===== config.mk =====
export PLATFORM = sky130hd
export DESIGN_NAME = baud_gen_frac
export DESIGN_NICKNAME = d
export VERILOG_FILES = /design/src/rtl/baud_gen_frac.sv
export SDC_FILE = /design/constraint.sdc
export NUM_CORES = 1
export LEC_CHECK = 0
export CORE_UTILIZATION = 58
export CTS_CLUSTER_DIAMETER = 30
export CTS_CLUSTER_SIZE = 16
export DETAILED_ROUTE_END_ITERATION = 12
export PLACE_DENSITY_LB_ADDON = 0.1
export SLEW_MARGIN = 30
export SYNTH_ARGS = -nofsm -noshare
export SYNTH_HDL_FRONTEND = slang
export SYNTH_SLANG_ARGS = --single-unit

===== constraint.sdc =====
create_clock -name clk -period 2.65 [get_ports clk]
set_input_delay 0.3975 -clock clk [delete_from_list [all_inputs] [get_ports clk]]
set_output_delay 0.3975 -clock clk [all_outputs]
set_load 0.05 [all_outputs]

===== src/rtl/baud_gen_frac.sv =====
// baud_gen_frac -- fractional-N baud tick generator.
//
// A phase accumulator adds the active increment every enabled cycle; each
// carry out of the accumulator is one oversample tick. A modulo-OVS counter
// of those ticks marks bit boundaries (and, optionally, mid-bit samples).
// A new increment is staged in a pending register and only applied at a bit
// boundary, while disabled, or on restart, so a running bit never changes rate.
//
// Optional feature macro: BAUDGEN_MIDBIT_EN (enables the tick_mid comparator;
// without it tick_mid is tied to 0).
//
// Ports:
//   clk       in   clock, all state on rising edge
//   reset     in   synchronous active-high reset
//   enable    in   accumulator advances when high
//   restart   in   phase realign pulse (acc to half scale, ovs count to 0)
//   inc_in    in   [ACC_W] new increment value
//   inc_load  in   one-cycle strobe capturing inc_in
//   inc_busy  out  captured increment pending, not yet applied
//   tick_ovs  out  one-cycle oversample tick
//   tick_bit  out  one-cycle bit-boundary tick
//   tick_mid  out  one-cycle mid-bit tick
module baud_gen_frac #(
    parameter int          ACC_W     = 16,
    parameter int          OVS       = 16,
    parameter int unsigned INC_RESET = 2416
) (
    input  logic             clk,
    input  logic             reset,
    input  logic             enable,
    input  logic             restart,
    input  logic [ACC_W-1:0] inc_in,
    input  logic             inc_load,
    output logic             inc_busy,
    output logic             tick_ovs,
    output logic             tick_bit,
    output logic             tick_mid
);

    localparam int               CNT_W       = $clog2(OVS);
    localparam logic [ACC_W-1:0] LP_INC_RST  = INC_RESET[ACC_W-1:0];
    localparam logic [ACC_W-1:0] LP_ACC_HALF = {1'b1, {(ACC_W-1){1'b0}}};
    localparam logic [CNT_W-1:0] LP_CNT_LAST = CNT_W'(OVS - 1);

    logic [ACC_W-1:0] r_acc;
    logic [ACC_W-1:0] r_inc_act;
    logic [ACC_W-1:0] r_inc_pend;
    logic [CNT_W-1:0] r_ovs_cnt;
    logic             r_inc_busy;
    logic             r_tick_ovs;
    logic             r_tick_bit;

    logic [ACC_W:0]   w_sum;
    logic             w_tick_ev;
    logic             w_cnt_last;
    logic             w_apply;

    assign w_sum      = {1'b0, r_acc} + {1'b0, r_inc_act};
    // A carry only counts as a tick when the accumulator actually advances;
    // the carry of a restart cycle is thrown away with the old phase.
    assign w_tick_ev  = enable & ~restart & w_sum[ACC_W];
    assign w_cnt_last = (r_ovs_cnt == LP_CNT_LAST);
    // Pending increment is applied only where no bit is in flight at the old
    // rate: the boundary carry itself, any disabled cycle, or a restart.
    assign w_apply    = r_inc_busy & (restart | ~enable | (w_tick_ev & w_cnt_last));

    always_ff @(posedge clk) begin
        if (reset) begin
            r_acc      <= '0;
            r_ovs_cnt  <= '0;
            r_inc_act  <= LP_INC_RST;
            r_inc_pend <= '0;
            r_inc_busy <= 1'b0;
            r_tick_ovs <= 1'b0;
            r_tick_bit <= 1'b0;
        end else begin
            r_tick_ovs <= w_tick_ev;
            r_tick_bit <= w_tick_ev & w_cnt_last;

            if (restart) begin
                r_acc     <= LP_ACC_HALF;
                r_ovs_cnt <= '0;
            end else if (enable) begin
                r_acc <= w_sum[ACC_W-1:0];
                if (w_sum[ACC_W])
                    r_ovs_cnt <= w_cnt_last ? '0 : r_ovs_cnt + CNT_W'(1);
            end

            if (w_apply)
                r_inc_act <= r_inc_pend;

            // A load in an apply cycle: the old pending value is applied above
            // and the new one stays pending.
            if (inc_load) begin
                r_inc_pend <= inc_in;
                r_inc_busy <= 1'b1;
            end else if (w_apply) begin
                r_inc_busy <= 1'b0;
            end
        end
    end

`ifdef BAUDGEN_MIDBIT_EN
    localparam logic [CNT_W-1:0] LP_CNT_MID = CNT_W'(OVS/2 - 1);
    logic r_tick_mid;

    always_ff @(posedge clk) begin
        if (reset)
            r_tick_mid <= 1'b0;
        else
            r_tick_mid <= w_tick_ev & (r_ovs_cnt == LP_CNT_MID);
    end

    assign tick_mid = r_tick_mid;
`else
    assign tick_mid = 1'b0;
`endif

    assign inc_busy = r_inc_busy;
    assign tick_ovs = r_tick_ovs;
    assign tick_bit = r_tick_bit;

endmodule

After elaboration in Yosys (flattened, before gate mapping)
Cells that the tools add are included.
Storage, ports and cells
  output and inout port bits: 4
  logic and storage cells: 28
  bits in registers: 55
  bits of input ports: 21
Cells by class
  muxes and demuxes: 5
  equality and inequality tests: 1
  add/subtract/negate cells: 2
  reductions and logical operators: 4
  bitwise gates (word level): 8
Operator list (count)
  16-bit two-way mux: 2
  16-bit by 16-bit adder with 17-bit output: 1
  4-bit by 1-bit adder with 4-bit output (second input constant): 1
  1-bit AND: 4
  4-bit equality test (second input constant): 1
  4-bit two-way mux: 1
  2-bit nonzero test: 2
  1-bit two-way mux: 2
  1-bit inverter: 2
  1-bit bitwise OR: 2
  2-bit AND reduction: 1
  2-bit OR reduction: 1

Longest topological paths before layout
  depth in word-level cells: 8
  depth in mapped cells: 11
  mapped depth without buffers: 9

Worst setup path before layout
OpenSTA, ideal clock, no wires.
  kind: flip-flop to flip-flop
  from: reg r_acc[0]
  to: reg r_inc_act[10]
  clock period less this slack: 2262 ps
  data arrival time: 2190 ps
  cell stages (with the launch flop): 12
  library setup time: 72 ps
  slack: 388 ps
  buffers on the path: 2
  data required time: 2578 ps
  path through: dfxtp_1 ha_1 inv_1 fa_1 and2b_4 o2111ai_2 nand4b_2 nand4_1 a21boi_1 buf_6 buf_8 mux2i_1
Between the ends
  cells in the longest elaborated chain, start to end: 5
Ends and longest elaborated chain
  start: declaration: line 45  | logic [ACC_W-1:0] r_acc;
  start signal: assignment: line 84  | r_acc <= w_sum[ACC_W-1:0];
  16-bit by 16-bit adder with 17-bit output: line 58  | assign w_sum = {1'b0, r_acc} + {1'b0, r_inc_act};
  1-bit AND: line 61  | assign w_tick_ev = enable & ~restart & w_sum[ACC_W];
  1-bit AND: line 65  | assign w_apply = r_inc_busy & (restart | ~enable | (w_tick_ev & w_cnt_last));
  1-bit bitwise OR: line 65
  1-bit AND: line 65
  end signal: assignment: line 90  | r_inc_act <= r_inc_pend;
  end: declaration: line 46  | logic [ACC_W-1:0] r_inc_act;
No other way between the ends.
A chain may end at the register's enable or synchronous reset.

Worst setup path after layout
  from: reg r_inc_act[0]
  to: reg r_inc_act[4]
Between the ends
  cells in the longest elaborated chain, start to end: 5
Ends and longest elaborated chain (line)
  16-bit by 16-bit adder with 17-bit output: 58
  1-bit AND: 61
  1-bit AND: 65
  1-bit bitwise OR: 65
  1-bit AND: 65
No other way between the ends.

==> summary.md <==
| Metric | Value |
|---|---|
| Slowest cell on the critical path | fa_1 |
| Nets | 374 |
| Tmin final | about 2.5 ns |
| Mapped Area | 2930 µm² |
| Mapped Nets | approximately 360 |
| Syn. warnings | 0 |
| Vias | approximately 2200 |
| DP Cell Count | 395 |
| Syn-to-layout area delta | 12.8% |
| Num CTS Buffers | 5 |
| Die Area | approximately 5300 µm² |
| Family with the most delay on the worst path | simple AND/OR/NAND/NOR gates |
| Share of post-route cells with drive strength above 1 | ~7.1% |
| Number of synthesized flops with an enable pin | 0 |
| HP Class | flip-flop to flip-flop |
| Crit path max fanout | 16 |
| Wire length per cell | between 10 and 15 µm |
| Setup CP Type | flip-flop to flip-flop |
| Row cnt | 25 |
| Type of origin of the critical path | flip-flop |
| Setup TNS | 0 ns |
| Max Cap Violations | 0 |
| Final Non-Filler Cells | 403 |
| Crit-path max cell delay | between 0.4 and 0.5 ns |
| PD cells | 498 nW/µm² |
| Total design power | between 1.5 and 2 mW |
| Die width | about 73 µm |
| Pre-Repair DR Iteration Count | 4 |
| Peak VDD IR | roughly 0.33 mV |
| DR DRC count | 0 |
| Library cells used by synthesis | 50 |
| I/O Pins | 25 |
| Most common cell in the netlist | dfxtp_1 |
| ANT nets after route | 0 |
| Congestion Overflow GR | 0 |
| DRT iter0 DRCs | just under 60 |
| Sink Count | between 50 and 60 |
| Synth top area share | a little under two fifths |
| Dominant synthesized flop cell | dfxtp_1 |
| Die height | 73.0 µm |
| Endpoints failing hold | 0 |
| I/O Buffers | 23 |
| Mean Syn Cell Area | a little over 9 µm² |
| Wire length on met1 | 2650 µm |
| Clock skew | 0.00854 ns |
| Starting Density | a little over 60% |
| Ant. Diodes | 0 |
| Final WL | 5310 µm |
| Largest net degree at the start of global routing | between 50 and 60 |
| GRT Overall Usage | 22.8% |
| Reg clk slew, reported paths | 0.10 ns |
| Status | finished clean |
| Mapped Cells | ~320 |
| Vias in the first global route | ~2100 |
| Avg Vias per Cell | 5.45 |
| #FFs+latches synth | 55 |
| Most frequent cells after synthesis | 55 x dfxtp_1, 45 x nor2_1, 40 x mux2i_1 |
| Top sig layer | met4 |
| Root buffer cell | clkbuf_8 |
| Met2 WL | 2400 µm |
| Critical path arrival | ~2.7 ns |
| Placer congestion estimate | slightly above 0.8 |
| Fmax | between 400 and 500 MHz |
| WP buf/inv | 2 |
| CTS tree | done |
| Final worst-path cycle share | between 90% and 100% |
| Fill cells | a little under 400 |
| Worst Path Required | approximately 2.9 ns |
| Design Area, Final | approximately 3300 µm² |
| Asr flop ratio synth | 0% |
| Clk Latency, worst-skew pair | 0.32 ns |
| DR WL met3 | roughly 160 µm |
| Slew @ Worst Pin | 0.664 ns |
| Critical path cell sequence | ha_1 > inv_1 > fa_1 > and2b_4 > o2111ai_2 > nand4b_2 > nand4_1 > a21boi_2 > buf_6 > mux2i_1 |
| Initial antenna violation count | 0 |
| Sequential area share after synthesis | 37.6% |
| Core Box Area | ~4800 µm² |
| Synth area leader | dfxtp_1 |
| First-pass GRT wire length | between 9000 and 10000 µm |
| Placed standard-cell area | approximately 3200 µm² |
| RSZ-0062 raised after global routing | no |
| Leading post-synthesis cells by cell area | dfxtp_1 38%, mux2i_1 14%, ha_1 7.3% |
| Setup repair bufs after CTS | 0 |
| Endpoints failing setup | 0 |
| Leak | between 1 and 1.5 nW |
| Final slew viol count | 0 |
| Hpwl dp | about 3800 µm |
| Clk buf depth | 2 |
| H-tree levels | 2 |
| CP Capture Type | flip-flop |
| Slew headroom | between 50% and 60% |
[stage by stage]
step | hold slack (ns) | util [%] | worst slack, ns
final | 0.481 | 69.0 | 0.187
after global routing | 0.511 | 69.0 | 0.00641
after CTS | 0.489 | 68.9 | 0.126
after detailed placement | 0.469 | 66.7 | 0.187
after global placement | 0.444 | 66.7 | 0.275
after floorplan | 0.432 | - | 0.388
[state kept, by name, summed over array words and instances (netlist names)]
register and flops:
inc_busy 1, tick_ovs 1, r_inc_act 16, r_acc 16, r_inc_pend 16, r_ovs_cnt 4, tick_bit 1
[path summary, 6_finish.rpt]
kind,from,to,slack [ns],cells past startpoint
min reg2reg,r_inc_pend[2],r_inc_act[2],0.48,2
max,r_inc_act[0],r_inc_act[4],0.19,10
min,r_inc_pend[2],r_inc_act[2],0.48,2
max reg2reg,r_inc_act[0],r_inc_act[4],0.19,10
[per-layer routing]
layer / vias up / track usage, %
li1: 1146 / -
met1: 1007 / 31.1
met2: 34 / 35.6
met3: 8 / 4.28
met4: 0 / 8.50
met5: - / 0
[power by group]
part | internal (mW) | total (mW) | switching (mW)
clock | 0.221 | 0.522 | 0.301
combinational | 0.117 | 0.240 | 0.123
sequential | 0.861 | 0.882 | 0.0211
[cell type report]
cell class	count	area, µm²	area share, %
clock buffer	6	82.6	2.50
clock inverter	2	20.0	0.606
inverter	5	18.8	0.568
multi-input combinational	239	1720	52.0
sequential	55	1100	33.3
tap	67	83.8	2.54
timing repair buffer	29	279	8.45
[worst reg2reg max path: cells and delay by family (launching register included)]
kind            cells  cell delay [ns]
flops               1             0.36
simple gates        3             0.62
compound gates      2             0.34
buf+inv             2             0.28
mux                 1             0.22
fa+ha+maj           2             0.58
[placed cells by master, fill, tap and decap left out, types with 3 or more instances in the layout]
cell type / count
dfxtp_1: 55
nor2_1: 45
mux2i_1: 40
nand2b_1: 25
clkdlybuf4s50_1: 23
ha_1: 17
nand3_1: 13
a21o_1: 10
nand2_1: 10
a21oi_1: 7
clkbuf_8: 6
inv_1: 5
o21ai_1: 5
a211oi_1: 5
xnor2_1: 5
buf_4: 5
and2_1: 4
a31oi_1: 4
o21a_1: 4
nor3b_1: 4
xor2_1: 4
nor3_1: 3
a21oi_2: 3
nand3b_1: 3
[kinds of logic (layout without fill, tap and decap cells)]
logic type	count (synthesis)	after routing	synth area share (%)
buffers and inverters	22	42	3.89
other	1	1	0.128
XOR/XNOR	9	9	2.69
flip-flops	55	55	37.6
multiplexers	41	41	14.1
AO/OA/AOI/OAI	53	53	13.2
AND/OR/NAND/NOR	117	117	20.4
adder cells (fa/ha/maj)	18	18	7.95
[timing repair]
action	4_1_cts	5_1_grt
hold buffers	0	0
setup endpoints to repair	0	12
resized for setup	0	2
No activity file was read; power rests on OpenSTA's default activity.
